<file path="config.mk">
export PLATFORM = sky130hd
export DESIGN_NAME = vga_timing_gen
export DESIGN_NICKNAME = d
export VERILOG_FILES = /design/src/rtl/vga_timing_gen.sv
export SDC_FILE = /design/constraint.sdc
export NUM_CORES = 1
export LEC_CHECK = 0
export CORE_ASPECT_RATIO = 1.2
export CORE_MARGIN = 2
export CORE_UTILIZATION = 46
export CTS_CLUSTER_SIZE = 20
export DETAILED_ROUTE_END_ITERATION = 10
export GPL_TIMING_DRIVEN = 0
export PLACE_DENSITY = 0.71
export SLEW_MARGIN = 20
export SYNTH_ARGS = -nofsm -noshare
export SYNTH_HDL_FRONTEND = slang
export SYNTH_SLANG_ARGS = --single-unit
export TNS_END_PERCENT = 20
</file>
<file path="constraint.sdc">
create_clock -name clk -period 4.19 [get_ports clk]
set_clock_uncertainty 0.05 [all_clocks]
set_input_delay 0.6285 -clock clk [delete_from_list [all_inputs] [get_ports clk]]
set_output_delay 0.6285 -clock clk [all_outputs]
set_load 0.02 [all_outputs]
</file>
<file path="src/rtl/vga_timing_gen.sv">
`default_nettype none
// ============================================================================
//  Module   : vga_timing_gen
//  Purpose  : Parametrised VGA raster timing generator. Produces pixel/line
//             counters plus sync, blanking, data-enable, strobes and a frame
//             counter, all registered and aligned to the counts they describe.
//  Revision : 1.0 - initial release
// ============================================================================
module vga_timing_gen #(
  parameter int H_ACTIVE  = 800,
  parameter int H_FP      = 40,
  parameter int H_SYNC    = 128,
  parameter int H_BP      = 88,
  parameter int V_ACTIVE  = 600,
  parameter int V_FP      = 1,
  parameter int V_SYNC    = 4,
  parameter int V_BP      = 23,
  parameter bit HSYNC_POL = 1'b1,
  parameter bit VSYNC_POL = 1'b1,
  parameter int CE_DIV    = 1,
  parameter int CNT_W     = 11,
  parameter int FRAME_W   = 16
) (
  input  logic               clk,
  input  logic               rst,
  input  logic               en,
  output logic [CNT_W-1:0]   hcount,
  output logic [CNT_W-1:0]   vcount,
  output logic               hsync,
  output logic               vsync,
  output logic               hblnk,
  output logic               vblnk,
  output logic               de,
  output logic               pix_tick,
  output logic               sof,
  output logic               eol,
  output logic [FRAME_W-1:0] frame_cnt
);

  localparam int H_TOTAL  = H_ACTIVE + H_FP + H_SYNC + H_BP;
  localparam int V_TOTAL  = V_ACTIVE + V_FP + V_SYNC + V_BP;
  localparam int HS_BEG   = H_ACTIVE + H_FP;
  localparam int HS_END   = H_ACTIVE + H_FP + H_SYNC;
  localparam int VS_BEG   = V_ACTIVE + V_FP;
  localparam int VS_END   = V_ACTIVE + V_FP + V_SYNC;
  localparam int PRE_W    = (CE_DIV > 1) ? $clog2(CE_DIV) : 1;

  localparam logic [CNT_W-1:0] H_LAST   = CNT_W'(H_TOTAL - 1);
  localparam logic [CNT_W-1:0] V_LAST   = CNT_W'(V_TOTAL - 1);
  localparam logic [PRE_W-1:0] PRE_LAST = PRE_W'(CE_DIV - 1);

  // Reject modes whose counters cannot hold their last position.
  generate
    if (H_TOTAL - 1 >= 2 ** CNT_W) begin : g_bad_h_width
      $error("vga_timing_gen: H_TOTAL-1 does not fit in CNT_W bits");
    end
    if (V_TOTAL - 1 >= 2 ** CNT_W) begin : g_bad_v_width
      $error("vga_timing_gen: V_TOTAL-1 does not fit in CNT_W bits");
    end
    if (CE_DIV < 1) begin : g_bad_ce_div
      $error("vga_timing_gen: CE_DIV must be at least 1");
    end
  endgenerate

  logic [PRE_W-1:0] prescaler;
  logic             tick;
  logic             h_last;
  logic             v_last;
  logic [CNT_W-1:0] h_nxt;
  logic [CNT_W-1:0] v_nxt;

  // Next raster position; outputs are decoded from it so they land with it.
  always_comb begin
    tick   = en && (prescaler == PRE_LAST);
    h_last = (hcount == H_LAST);
    v_last = (vcount == V_LAST);
    h_nxt  = h_last ? '0 : hcount + CNT_W'(1);
    v_nxt  = vcount;
    if (h_last) begin
      v_nxt = v_last ? '0 : vcount + CNT_W'(1);
    end
  end

  // Pixel-clock-enable divider; dropping en restarts the divide period.
  always_ff @(posedge clk or posedge rst) begin
    if (rst) begin
      prescaler <= '0;
    end else if (!en || tick) begin
      prescaler <= '0;
    end else begin
      prescaler <= prescaler + PRE_W'(1);
    end
  end

  // Counters and level decodes advance only on a tick, otherwise they hold.
  always_ff @(posedge clk or posedge rst) begin
    if (rst) begin
      hcount    <= '0;
      vcount    <= '0;
      hblnk     <= 1'b0;
      vblnk     <= 1'b0;
      de        <= 1'b1;
      hsync     <= ~HSYNC_POL;
      vsync     <= ~VSYNC_POL;
      frame_cnt <= '0;
    end else if (tick) begin
      hcount <= h_nxt;
      vcount <= v_nxt;
      hblnk  <= (int'(h_nxt) >= H_ACTIVE);
      vblnk  <= (int'(v_nxt) >= V_ACTIVE);
      de     <= (int'(h_nxt) < H_ACTIVE) && (int'(v_nxt) < V_ACTIVE);
      hsync  <= ((int'(h_nxt) >= HS_BEG) && (int'(h_nxt) < HS_END)) ? HSYNC_POL : ~HSYNC_POL;
      vsync  <= ((int'(v_nxt) >= VS_BEG) && (int'(v_nxt) < VS_END)) ? VSYNC_POL : ~VSYNC_POL;
      if (h_last && v_last) begin
        frame_cnt <= frame_cnt + FRAME_W'(1);
      end
    end
  end

  // Single-cycle strobes; they are only ever set by a tick, so en=0 clears them.
  always_ff @(posedge clk or posedge rst) begin
    if (rst) begin
      pix_tick <= 1'b0;
      sof      <= 1'b0;
      eol      <= 1'b0;
    end else begin
      pix_tick <= tick;
      sof      <= tick && (h_nxt == '0) && (v_nxt == '0);
      eol      <= tick && (h_nxt == H_LAST);
    end
  end

endmodule
`default_nettype wire

</file>
==> summary by stage <==
Yosys
The average footprint of a synthesized cell is 9.43 um2. In this run, synthesis inferred 0 flip-flops with an integrated enable. The complex-gate fraction of the synthesized area is 0.141.

The fraction of registers with async set/reset is 1.00. Of the total synthesized cell area, the portion taken by full adders, half adders and majority gates is 0.0223. The share of the synthesized area in the top cell type is 0.410. The commonest register cell after synthesis is sky130_fd_sc_hd__dfrtp_1.

The xor/xnor cell area share of the yosys netlist is 0.106. The synthesized design spends more area on one cell type than any other, namely sky130_fd_sc_hd__dfrtp_1. By count the netlist is led by 46 x sky130_fd_sc_hd__dfrtp_1, 26 x sky130_fd_sc_hd__nand2_1, 20 x sky130_fd_sc_hd__nand3_1, 20 x sky130_fd_sc_hd__o21ai_0, 18 x sky130_fd_sc_hd__nor2_1. The synthesized-area fraction occupied by and/or/nand/nor cells is 0.258. For this run, the register share of the synthesized area comes to 0.419. In this run the cell area of the synthesized design comes to ~0.0028 mm2. Yosys instantiated no cell more often than sky130_fd_sc_hd__dfrtp_1. During synthesis, Yosys emitted a total of 0 warnings. The multiplexer area fraction after synthesis is 0.0116. The register bit total from synthesis is 47. Ranked by total cell area, the synthesized netlist is headed by sky130_fd_sc_hd__dfrtp_1 41%, sky130_fd_sc_hd__xnor2_1 5.3%, sky130_fd_sc_hd__xor2_1 5.3%.

Synthesis produced a netlist with a net count of about 300. After synthesis, the netlist uses 60 different library cells. After synthesis, the largest family of logic cells by area is simple AND/OR/NAND/NOR gates. The cell count after synthesis is ~300.

Floorplanning
The die is between 70 and 80 um wide. For this design the top-level I/O count stands at 49. The floorplan step set the die height to 89.6 um.

The area of the die is ~0.0068 mm2. The placement row count is 31. The core region is 0.00597 mm2. The initial utilization of the core area, before any placement, comes to 0.470.

Layout
The layout-stage area growth over the synthesis result is 24.7%. The net count of the finished layout is ~360. 0 antenna diodes ended up in the layout. The final non-filler cell area is roughly 0.0035 mm2.

The layout cell share with drive strength beyond 1 is 0.0732.

Routing
Summed over all nets, wire length on met3 after detailed routing comes to about 350 um. After the first detailed-routing iteration, the DRC count stood at 150. The routed via count divided by cell count is approximately 5.7. The number of detailed-route iterations in the first pass is 4. In the final routed layout, each cell accounts on average for approximately 15 um. The number of vias after detailed routing is approximately 2.5k.

The detailed router put a total of ~2900 um of wire on met1. The number of design rule violations left after detail routing is 0. The number of nets still failing antenna checks after routing is 0. The detailed-routed wire length on met2 is 3280 um.

The highest metal layer with signal wires is met4. The total length of routed wires is a little under 7000 um.

Place
Once detailed placement completed, the half-perimeter wirelength came to 4910 um. The routability-driven placement congestion ratio is 0.881. The count of buffers added on input and output ports is 48. The instance area at placement is about 0.0034 mm2.

Critical path
The sort of element at the start of the critical path is a flip-flop. The critical path is of the flip-flop to flip-flop type. The number of stages on the worst setup path is 8. The data required time of the critical path is 4.33 ns. On the critical path the largest part of the delay comes from simple AND/OR/NAND/NOR gates.

Counting both buffers and inverters, the worst setup path holds a total of 1. Of all nets on the critical path, the largest fanout is 10. The slowest stage of the critical path belongs to the cell sky130_fd_sc_hd__dfrtp_1. The worst endpoint data arrival time is around 3.2 ns.

On the worst path, the slowest cell contributes a delay of around 0.52 ns. The critical path capture point type is a flip-flop. Counting cells, the worst reg-to-reg path comes to 8.

Walking the worst path, the cells encountered are ha_1 -> and4_1 -> clkbuf_1 -> nand3_1 -> nor2_2 -> nor3_1 -> o211a_1 -> o41ai_1.

Clock network
Clock latency on the worst-skew pair, taken at its later pin, is ~0.3 ns. The clock tree from TritonCTS is done. The buffer levels on the longest clock path is 2. The register clock-pin slew on the reported worst setup and hold paths is roughly 0.080 ns.

In this run, post-CTS hold repair placed 0 buffers. The number of setup buffers added after CTS is 0. Buffers inserted during clock tree synthesis total 5.

CTS placed an instance of sky130_fd_sc_hd__clkbuf_8 at the clock tree root. The H-tree was split into 2 levels. The number of clock sinks is 47. The post-cts sizing count is 0.

Timing
The final-layout setup total negative slack is 0 ns. For the pin with the worst max-slew slack, the measured transition is 0.721 ns. Setup repair after global routing left no endpoint under its margin. The fmax is roughly 0.33 GHz. The relative slew slack is 0.516. The ratio of final minimum period to clock period is 0.725. The max-slew violation total from the final report came to 0. Setup violations remaining at the end of the flow were counted as 0.

The time the final worst path needs with I/O delays and setup is about 3.0 ns. The final hold violation count is 0.

Worst hold path
The tightest min-delay check is of the flip-flop to flip-flop type. The worst hold path cell count is 1.

Global route
The final global-route overflow total is 0. For this run, the total global-route usage over all layers was measured as 0.214. The initial antenna violation count is 0.

The number of global-route vias before repair is between 2k and 2.5k. The first global-routing pass estimated between 10000 and 15000 um of wire. The maximum number of pins on one net before global-route repair is 27.

Power and ir drop
The leakage power figure is around 1.4 nW. The areal power density over the cells is 331 mW/mm2. The maximum resistive drop on vdd is about 0.3 mV.

Run
The tool flagged a number of max-cap violations equal to 0.

Status
The flow ran to the end, and the final reports show no timing, DRC or antenna violations.
## cell type report
type                       count  area [um2]
clock inverter                 1        5.00
inverter                       7        26.3
multi-input combinational    225        1520
buffer                        19        88.8
timing repair buffer          49         500
tap                           82         103
clock buffer                   7        86.3
sequential                    47        1180
fill                         547        2470
## metal layers
metal  up-vias  track usage
li1       1202            -
met1      1164        0.277
met2        87        0.342
met3        24       0.0391
met4         0        0.107
met5         -            0
## where the power goes
| part | internal (mW) | switching, mW | leakage, nW |
|---|---|---|---|
| clock network | 0.133 | 0.149 | 0.0482 |
| logic | 0.144 | 0.183 | 0.778 |
| registers | 0.494 | 0.0554 | 0.623 |
## kinds of logic after synthesis
logic type	count (synthesis)
compound gates	57
xor+xnor	34
fa+ha+maj	5
buf+inv	26
flops	47
mux	3
other cells	1
simple gates	125
## metrics by stage
| stage | instances | utilization | worst slack, ns | hold slack [ns] | power (mW) |
|---|---|---|---|---|---|
| after floorplan | 298 | - | 1.46 | 0.452 | 0.752 |
| after global placement | 428 | 0.568 | 1.19 | 0.408 | 0.877 |
| after detailed placement | 429 | 0.571 | 1.17 | 0.422 | 0.884 |
| after CTS | 437 | 0.587 | 1.15 | 0.437 | 1.17 |
| after global routing | 437 | 0.587 | 0.851 | 0.445 | 1.22 |
| final | 437 | 0.587 | 1.15 | 0.430 | 1.16 |
## registers in the layout, indices dropped and copies added, names as in the netlist
register and count:
prescaler 1, vcount 11, hcount 11, eol 1
de 1, vblnk 1, hblnk 1, vsync 1
pix_tick 1, frame_cnt 16, sof 1, hsync 1
## layout by cell type, fill, tap and decap left out, drive strengths merged, types with 3 or more instances in the layout
| master | synthesis | layout |
|---|---|---|
| clkdlybuf4s50 | 0 | 48 |
| dfrtp | 46 | 46 |
| nand2 | 26 | 26 |
| clkbuf | 14 | 21 |
| nand3 | 20 | 20 |
| o21ai | 20 | 20 |
| nor2 | 19 | 19 |
| xnor2 | 17 | 17 |
| xor2 | 17 | 17 |
| nand4 | 12 | 12 |
| and3 | 10 | 10 |
| inv | 7 | 7 |
| nand2b | 6 | 6 |
| a31oi | 6 | 6 |
| nor3 | 6 | 6 |
| buf | 5 | 6 |
| a21oi | 5 | 5 |
| ha | 5 | 5 |
| and4 | 4 | 4 |
| or2 | 3 | 3 |
| o31ai | 3 | 3 |
## path summary, 6_finish.rpt
path | end | slack [ns] | startpoint
min in group asynchronous | frame_cnt[8]$_DFFE_PP0P_ | 0.63 | rst
max in group asynchronous | de$_DFFE_PP1P_ | 2.88 | rst
min reg2reg | frame_cnt[15]$_DFFE_PP0P_ | 0.43 | frame_cnt[15]$_DFFE_PP0P_
max | de$_DFFE_PP1P_ | 1.15 | hcount[1]$_DFFE_PP0P_
min | frame_cnt[15]$_DFFE_PP0P_ | 0.43 | frame_cnt[15]$_DFFE_PP0P_
max reg2reg | de$_DFFE_PP1P_ | 1.15 | hcount[1]$_DFFE_PP0P_
Note: power is estimated with default switching activity, not from simulation.
